## src/rtl/gpio_event_controller_if.sv

```systemverilog
// ---------------------------------------------------------------------------
// gpio_event_controller_if
// Clear-request channel of the GPIO event controller.
//   clear_valid : requester wants to clear pending bits
//   clear_mask  : pending bits to clear, qualified by clear_valid
//   clear_ready : controller can accept a clear request this cycle
// A clear is taken on any rising clock edge where clear_valid and
// clear_ready are both high.
// Modports: master (requester side), slave (controller side).
// ---------------------------------------------------------------------------
interface gpio_event_controller_if #(
    parameter int GPIO_WIDTH = 3
) ();
    logic                  clear_valid;
    logic [GPIO_WIDTH-1:0] clear_mask;
    logic                  clear_ready;

    modport master (
        output clear_valid,
        output clear_mask,
        input  clear_ready
    );

    modport slave (
        input  clear_valid,
        input  clear_mask,
        output clear_ready
    );
endinterface

```

## src/rtl/gpio_event_controller.sv

```systemverilog
// ---------------------------------------------------------------------------
// gpio_event_controller
// Synchronises and (optionally) debounces GPIO_WIDTH input pins, latches
// enabled rising/falling level changes into pending bits, and raises a
// registered interrupt while any pending bit is set.
//
// Ports
//   clock       : system clock, all state on its rising edge
//   reset       : asynchronous, active-low reset
//   gpio_input  : raw pin levels, asynchronous to clock
//   rise_en     : per-pin enable for rising-edge events
//   fall_en     : per-pin enable for falling-edge events
//   clr_if      : clear channel (clear_valid / clear_mask / clear_ready)
//   level       : debounced pin levels
//   pending     : latched, enabled edge events
//   irq         : registered OR of pending
//
// Configuration macro
//   GPIO_EVENT_DEBOUNCE_EN : when defined, a level change is accepted only
//   after DEBOUNCE_CYCLES consecutive mismatching cycles. When undefined no
//   counters exist, DEBOUNCE_CYCLES is ignored and level follows the
//   synchronised input every cycle once running.
// ---------------------------------------------------------------------------
module gpio_event_controller #(
    parameter int GPIO_WIDTH      = 3,
    parameter int DEBOUNCE_CYCLES = 120000
) (
    input  logic                   clock,
    input  logic                   reset,
    input  logic [GPIO_WIDTH-1:0]  gpio_input,
    input  logic [GPIO_WIDTH-1:0]  rise_en,
    input  logic [GPIO_WIDTH-1:0]  fall_en,
    gpio_event_controller_if.slave clr_if,
    output logic [GPIO_WIDTH-1:0]  level,
    output logic [GPIO_WIDTH-1:0]  pending,
    output logic                   irq
);

    typedef enum logic [0:0] {
        ST_INIT = 1'b0,
        ST_RUN  = 1'b1
    } state_e;

    // INIT lasts three edges: the third edge after reset release enters RUN.
    localparam logic [1:0]            INIT_LAST = 2'd2;
    localparam logic [GPIO_WIDTH-1:0] ZERO_W    = {GPIO_WIDTH{1'b0}};

    state_e                state_q, state_d;
    logic [1:0]            init_cnt_q, init_cnt_d;
    logic                  clear_ready_q, clear_ready_d;

    logic [GPIO_WIDTH-1:0] sync1_q, sync1_d;
    logic [GPIO_WIDTH-1:0] sync2_q, sync2_d;
    logic [GPIO_WIDTH-1:0] level_q, level_d;
    logic [GPIO_WIDTH-1:0] evt_q, evt_d;
    logic [GPIO_WIDTH-1:0] pending_q, pending_d;
    logic                  irq_q, irq_d;

    // Per pin: mismatch has persisted long enough to be accepted this edge.
    logic [GPIO_WIDTH-1:0] deb_done_s;
    logic [GPIO_WIDTH-1:0] upd_s;
    logic [GPIO_WIDTH-1:0] clr_s;

`ifdef GPIO_EVENT_DEBOUNCE_EN
    localparam int CNT_W = ($clog2(DEBOUNCE_CYCLES + 1) > 1) ? $clog2(DEBOUNCE_CYCLES + 1) : 1;
    localparam logic [CNT_W-1:0] CNT_LAST = CNT_W'(DEBOUNCE_CYCLES - 1);
    localparam logic [CNT_W-1:0] CNT_ZERO = {CNT_W{1'b0}};
    localparam logic [CNT_W-1:0] CNT_ONE  = CNT_W'(32'd1);

    logic [CNT_W-1:0] cnt_q [GPIO_WIDTH];
    logic [CNT_W-1:0] cnt_d [GPIO_WIDTH];

    // Debounce counters: count consecutive mismatch cycles, restart on match or acceptance.
    always_comb begin
        for (int i = 0; i < GPIO_WIDTH; i++) begin
            deb_done_s[i] = 1'b0;
            cnt_d[i]      = CNT_ZERO;
            if ((state_q == ST_RUN) && (sync2_q[i] != level_q[i])) begin
                if (cnt_q[i] == CNT_LAST) begin
                    deb_done_s[i] = 1'b1;
                    cnt_d[i]      = CNT_ZERO;
                end else begin
                    cnt_d[i] = cnt_q[i] + CNT_ONE;
                end
            end else begin
                cnt_d[i] = CNT_ZERO;
            end
        end
    end

    // Debounce counter registers.
    always_ff @(posedge clock or negedge reset) begin
        if (!reset) begin
            for (int i = 0; i < GPIO_WIDTH; i++) begin
                cnt_q[i] <= CNT_ZERO;
            end
        end else begin
            for (int i = 0; i < GPIO_WIDTH; i++) begin
                cnt_q[i] <= cnt_d[i];
            end
        end
    end
`else
    // Without debouncing every mismatch is accepted immediately.
    assign deb_done_s = {GPIO_WIDTH{1'b1}};

    logic unused_cfg_s;
    assign unused_cfg_s = (DEBOUNCE_CYCLES != 32'sd0);
`endif

    // Mode sequencing: hold INIT for three edges after reset, then stay in RUN.
    always_comb begin
        state_d    = state_q;
        init_cnt_d = init_cnt_q;
        case (state_q)
            ST_INIT: begin
                if (init_cnt_q == INIT_LAST) begin
                    state_d = ST_RUN;
                end else begin
                    init_cnt_d = init_cnt_q + 2'd1;
                end
            end
            ST_RUN: begin
                state_d = ST_RUN;
            end
            default: begin
                state_d    = ST_INIT;
                init_cnt_d = 2'd0;
            end
        endcase
        clear_ready_d = (state_d == ST_RUN);
    end

    // Mode state and its registered clear_ready output.
    always_ff @(posedge clock or negedge reset) begin
        if (!reset) begin
            state_q       <= ST_INIT;
            init_cnt_q    <= 2'd0;
            clear_ready_q <= 1'b0;
        end else begin
            state_q       <= state_d;
            init_cnt_q    <= init_cnt_d;
            clear_ready_q <= clear_ready_d;
        end
    end

    // Synchroniser, level tracking, edge detection, pending and irq next state.
    always_comb begin
        sync1_d = gpio_input;
        sync2_d = sync1_q;

        if (state_q == ST_RUN) begin
            upd_s   = (sync2_q ^ level_q) & deb_done_s;
            level_d = (level_q & ~upd_s) | (sync2_q & upd_s);
        end else begin
            // INIT tracks the pins directly so a pin high at release is not an event.
            upd_s   = ZERO_W;
            level_d = sync2_q;
        end

        // Enables are sampled on the update edge; the event lands in pending one edge later.
        evt_d = upd_s & ((sync2_q & rise_en) | (~sync2_q & fall_en));

        if (clr_if.clear_valid && clear_ready_q) begin
            clr_s = clr_if.clear_mask;
        end else begin
            clr_s = ZERO_W;
        end

        // OR-ing the new events after masking makes a simultaneous set win over clear.
        pending_d = (pending_q & ~clr_s) | evt_q;
        irq_d     = |pending_q;
    end

    // Datapath registers.
    always_ff @(posedge clock or negedge reset) begin
        if (!reset) begin
            sync1_q   <= ZERO_W;
            sync2_q   <= ZERO_W;
            level_q   <= ZERO_W;
            evt_q     <= ZERO_W;
            pending_q <= ZERO_W;
            irq_q     <= 1'b0;
        end else begin
            sync1_q   <= sync1_d;
            sync2_q   <= sync2_d;
            level_q   <= level_d;
            evt_q     <= evt_d;
            pending_q <= pending_d;
            irq_q     <= irq_d;
        end
    end

    assign level              = level_q;
    assign pending            = pending_q;
    assign irq                = irq_q;
    assign clr_if.clear_ready = clear_ready_q;

endmodule

```

## src/flat_wrapper.sv

```systemverilog
// flat-port wrapper written by rule: the top's interface ports become plain ports
module gpio_event_controller_flat 
#(
    parameter int GPIO_WIDTH      = 3,
    parameter int DEBOUNCE_CYCLES = 120000
)
  (clock, reset, gpio_input, rise_en, fall_en, level, pending, irq, clr_if_clear_valid, clr_if_clear_mask, clr_if_clear_ready);
  gpio_event_controller_if #(.GPIO_WIDTH(GPIO_WIDTH)) clr_if_i ();
  input  logic clock;
  input  logic reset;
  input  logic [GPIO_WIDTH-1:0] gpio_input;
  input  logic [GPIO_WIDTH-1:0] rise_en;
  input  logic [GPIO_WIDTH-1:0] fall_en;
  output logic [GPIO_WIDTH-1:0] level;
  output logic [GPIO_WIDTH-1:0] pending;
  output logic irq;
  input wire logic [$bits(clr_if_i.clear_valid)-1:0] clr_if_clear_valid;
  input wire logic [$bits(clr_if_i.clear_mask)-1:0] clr_if_clear_mask;
  output wire logic [$bits(clr_if_i.clear_ready)-1:0] clr_if_clear_ready;
  assign clr_if_i.clear_valid = clr_if_clear_valid;
  assign clr_if_i.clear_mask = clr_if_clear_mask;
  assign clr_if_clear_ready = clr_if_i.clear_ready;
  gpio_event_controller #(.GPIO_WIDTH(GPIO_WIDTH), .DEBOUNCE_CYCLES(DEBOUNCE_CYCLES)) u_core (.clock(clock), .reset(reset), .gpio_input(gpio_input), .rise_en(rise_en), .fall_en(fall_en), .clr_if(clr_if_i), .level(level), .pending(pending), .irq(irq));
endmodule
```

## config.mk

```make
export PLATFORM = sky130hd
export DESIGN_NAME = gpio_event_controller_flat
export DESIGN_NICKNAME = d
export VERILOG_FILES = /design/src/rtl/gpio_event_controller_if.sv /design/src/rtl/gpio_event_controller.sv /design/src/flat_wrapper.sv
export SDC_FILE = /design/constraint.sdc
export NUM_CORES = 1
export LEC_CHECK = 0
export ABC_AREA = 1
export BUFFER_PORTS_ARGS = -buffer_cell sky130_fd_sc_hd__buf_2
export CAP_MARGIN = 10
export CORE_MARGIN = 5
export CORE_UTILIZATION = 52
export DETAILED_ROUTE_END_ITERATION = 10
export PLACE_DENSITY = 0.8
export SYNTH_ARGS = -nofsm -noshare
export SYNTH_HDL_FRONTEND = slang
export SYNTH_SLANG_ARGS = --single-unit
```

## constraint.sdc

```tcl
create_clock -name clock -period 2.4 [get_ports clock]
set_input_delay 0.12 -clock clock [delete_from_list [all_inputs] [get_ports clock]]
set_output_delay 0.12 -clock clock [all_outputs]
set_load 0.1 [all_outputs]
```

==> impl_metrics.csv <==
group,metric,value,unit
worst_setup_path,cp_cell_sequence,"buf_2",
placed_design,gp_congestion,0.703,
sta,max_slew.worst_pin.slew,485,ps
worst_setup_path,arrival,1360,ps
synth,synth_edf_count,0,
sta,hold_viol_final,0,
synth,syn-instance-count,76,
drt,drc,0,
hold_path,whs_path_depth,3,
synth,synthTopCellsByArea,"dfrtp_1 61%, nand2_1 8.3%, ha_1 8.1%, inv_1 7.8%, nand3_1 2.6%",
synth,synth_fp_nets,96,
global_route,grt_max_degree,20,
cells_and_area,finish.utilization,0.657,
worst_setup_path,rr_endpoint,"u_core.init_cnt_q[1]",
sta,worst_slack,920,ps
cells_and_area,synthToLayoutAreaGrowth,23.6,%
cells_and_area,fin_nets,125,
cells_and_area,diodes,0,
cts,clock-sinks,19,
worst_setup_path,crit_end,"clr_if_clear_ready",
hold_path,hold_path.class,"in -> reg",
worst_setup_path,cp_num_buf_inv,1,
placed_design,place_ws,1250,ps
drt,routedWlPerCell,10.8,um
sta,finalCritPeriodShare,0.617,
synth,yosysTopAreaCell,"dfrtp_1",
cells_and_area,drive_gt1_frac,0.288,
power,p_per_area,777,nW/um^2
drt,vias,557,
sta,finalMaxSlewViolations,0,
floorplan,initial_core_util,0.532,
drt,wl,1.29,mm
global_route,grt_pass1_vias,580,
worst_setup_path,reg2reg_depth,6,
worst_setup_path,cp-end-kind,"output port",
global_route,grt_overflow,0,
cts,clockBufferDepth,2,
worst_setup_path,cp.required,2280,ps
synth,ys_ff_latch,19,
synth,netlist_area,773,sq um
drt,drt_iter0_drc,10,
sta,max_clock_freq,675,MHz
worst_setup_path,crit_start,"u_core.state_q",
cts,cts_resized,0,
floorplan,pin_count,23,
drt,ant_nets,0,
synth,yosysSeqAreaShare,0.615,
cts,cts_buffers,3,
worst_setup_path,max_stage_delay,570,ps
worst_setup_path,cp_max_fo,12,
cts,clkTransAtPathRegs,100,ps
worst_setup_path,worst-setup-path-type,"reg -> out",
synth,yosysWarnings,0,
floorplan,row_count,14,
floorplan,die-area,2360,sq um
placed_design,place_hpwl,1.02,mm
cts,htreeDepth,1,
sta,max-slew-margin-rel,0.679,
power,peakVddDrop,455,uV
sta,setup-violations-final,0,
synth,async_reset_ff_frac,1.00,
floorplan,core_area,1450,sq um
global_route,grt_use_total,0.125,
drt,firstDrtPassIters,4,
worst_setup_path,cp.depth,1,
placed_design,numPortBuffers,22,
worst_setup_path,cpMaxStageDelayCell,"dfrtp_1",
power,leakagePower,0.000534,uW
sta,setup_tns,0,ps
flow_run,drv_cap,0,
worst_setup_path,r2r_start,"u_core.init_cnt_q[0]",
synth,synth_cell_types,13,
run_status,status,"completed",
global_route,grt_pass1_wl,2.29,mm
sta,holdWs,70.4,ps
synth,ys.flop_type,"dfrtp_1",
drt,vias_per_cell,4.64,
synth,synth_common_cells,"19 x dfrtp_1, 17 x nand2_1, 16 x inv_1",
sta,finClkSkew,6.03,ps
sta,rsz0062_at_grt,"false",
worst_setup_path,r2r_slack,1340,ps
power,power,743,uW
cts,root_buffer,"clkbuf_4",
floorplan,fp.dieH,48.6,um
synth,synth.most_common_cell,"dfrtp_1",
cts,clock_latency,290,ps
worst_setup_path,path_delay_family,"flip-flops",
cts,cts_tree,"built",
global_route,antenna_found_initial,0,
worst_setup_path,critPathLaunchType,"flop",
synth,synth_top_area_frac,0.615,
synth,syn_avg_cell_area,10.2,sq um
floorplan,die_w,48.6,um
sta,finalCriticalPeriod,1480,ps
-- power by group --
part	internal (uW)	leakage [uW]	switching (uW)	total [uW]
clock network	62.0	0.0000177	91.3	153
logic	44.0	0.000297	180	224
registers	348	0.000220	17.1	366
-- stage by stage --
step                instances  area, sq um
finish                    120          956
CTS                       120          956
global route              120          956
floorplan                  76          773
detailed placement        112          888
global placement          112          888
-- cell families after synthesis --
| family | after synthesis | synth area share |
|---|---|---|
| and+or+nand+nor | 26 | 0.136 |
| buffers and inverters | 18 | 0.0971 |
| DFF | 19 | 0.615 |
| AOI/OAI and AO/OA | 7 | 0.0599 |
| xor gates and xnor gates | 1 | 0.0113 |
| adders and majority gates | 5 | 0.0809 |
-- final cells by class --
class / count / area (sq um)
flip-flops and latches: 19 / 475
repair buffers: 26 / 150
well taps: 16 / 20.0
inverters: 16 / 60.1
clock buffers: 3 / 22.5
multi-input cells: 39 / 223
fillers: 118 / 498
clock inverters: 1 / 5.00
-- sequential cells by signal, summed over array words and instances, names as in the netlist --
name and flops:
u_core.sync1_q 3, u_core.level 3, u_core.init_cnt_q 2, u_core.evt_q 3, u_core.irq 1, u_core.sync2_q 3
u_core.pending 3, u_core.state_q 1
-- cells in the final DEF, fill, tap and decap left out, drive strengths merged --
cell type    count
buf             22
dfrtp           19
nand2           17
inv             16
ha               5
o21ai            5
nor2             5
nand3            4
dlygate4sd3      4
clkbuf           3
a21oi            2
xor2             1
clkinv           1
-- worst min-delay path by stage --
stage	from	end	slack, ps
after floorplan	reset	u_core.evt_q[0]	-180
after global placement	reset	u_core.level[1]	70
after detailed placement	reset	u_core.level[1]	80
after CTS	rise_en[0]	u_core.evt_q[0]	60
after global routing	rise_en[1]	u_core.evt_q[1]	70
final	rise_en[1]	u_core.evt_q[1]	70
-- layer usage --
metal	GRT usage	wire length (um)	vias up
met4	0.0807	10	0
met5	0	0	-
met1	0.123	483	256
li1	-	-	283
met2	0.215	692	16
met3	0.0491	105	2
-- timing repair --
item / in CTS / in global routing
hold buffers: 4 / 0
endpoints found under the hold margin: 22 / 0
setup buffers: 0 / 0
endpoints found under the setup margin: 0 / 0
No activity file was read; power rests on OpenSTA's default activity.
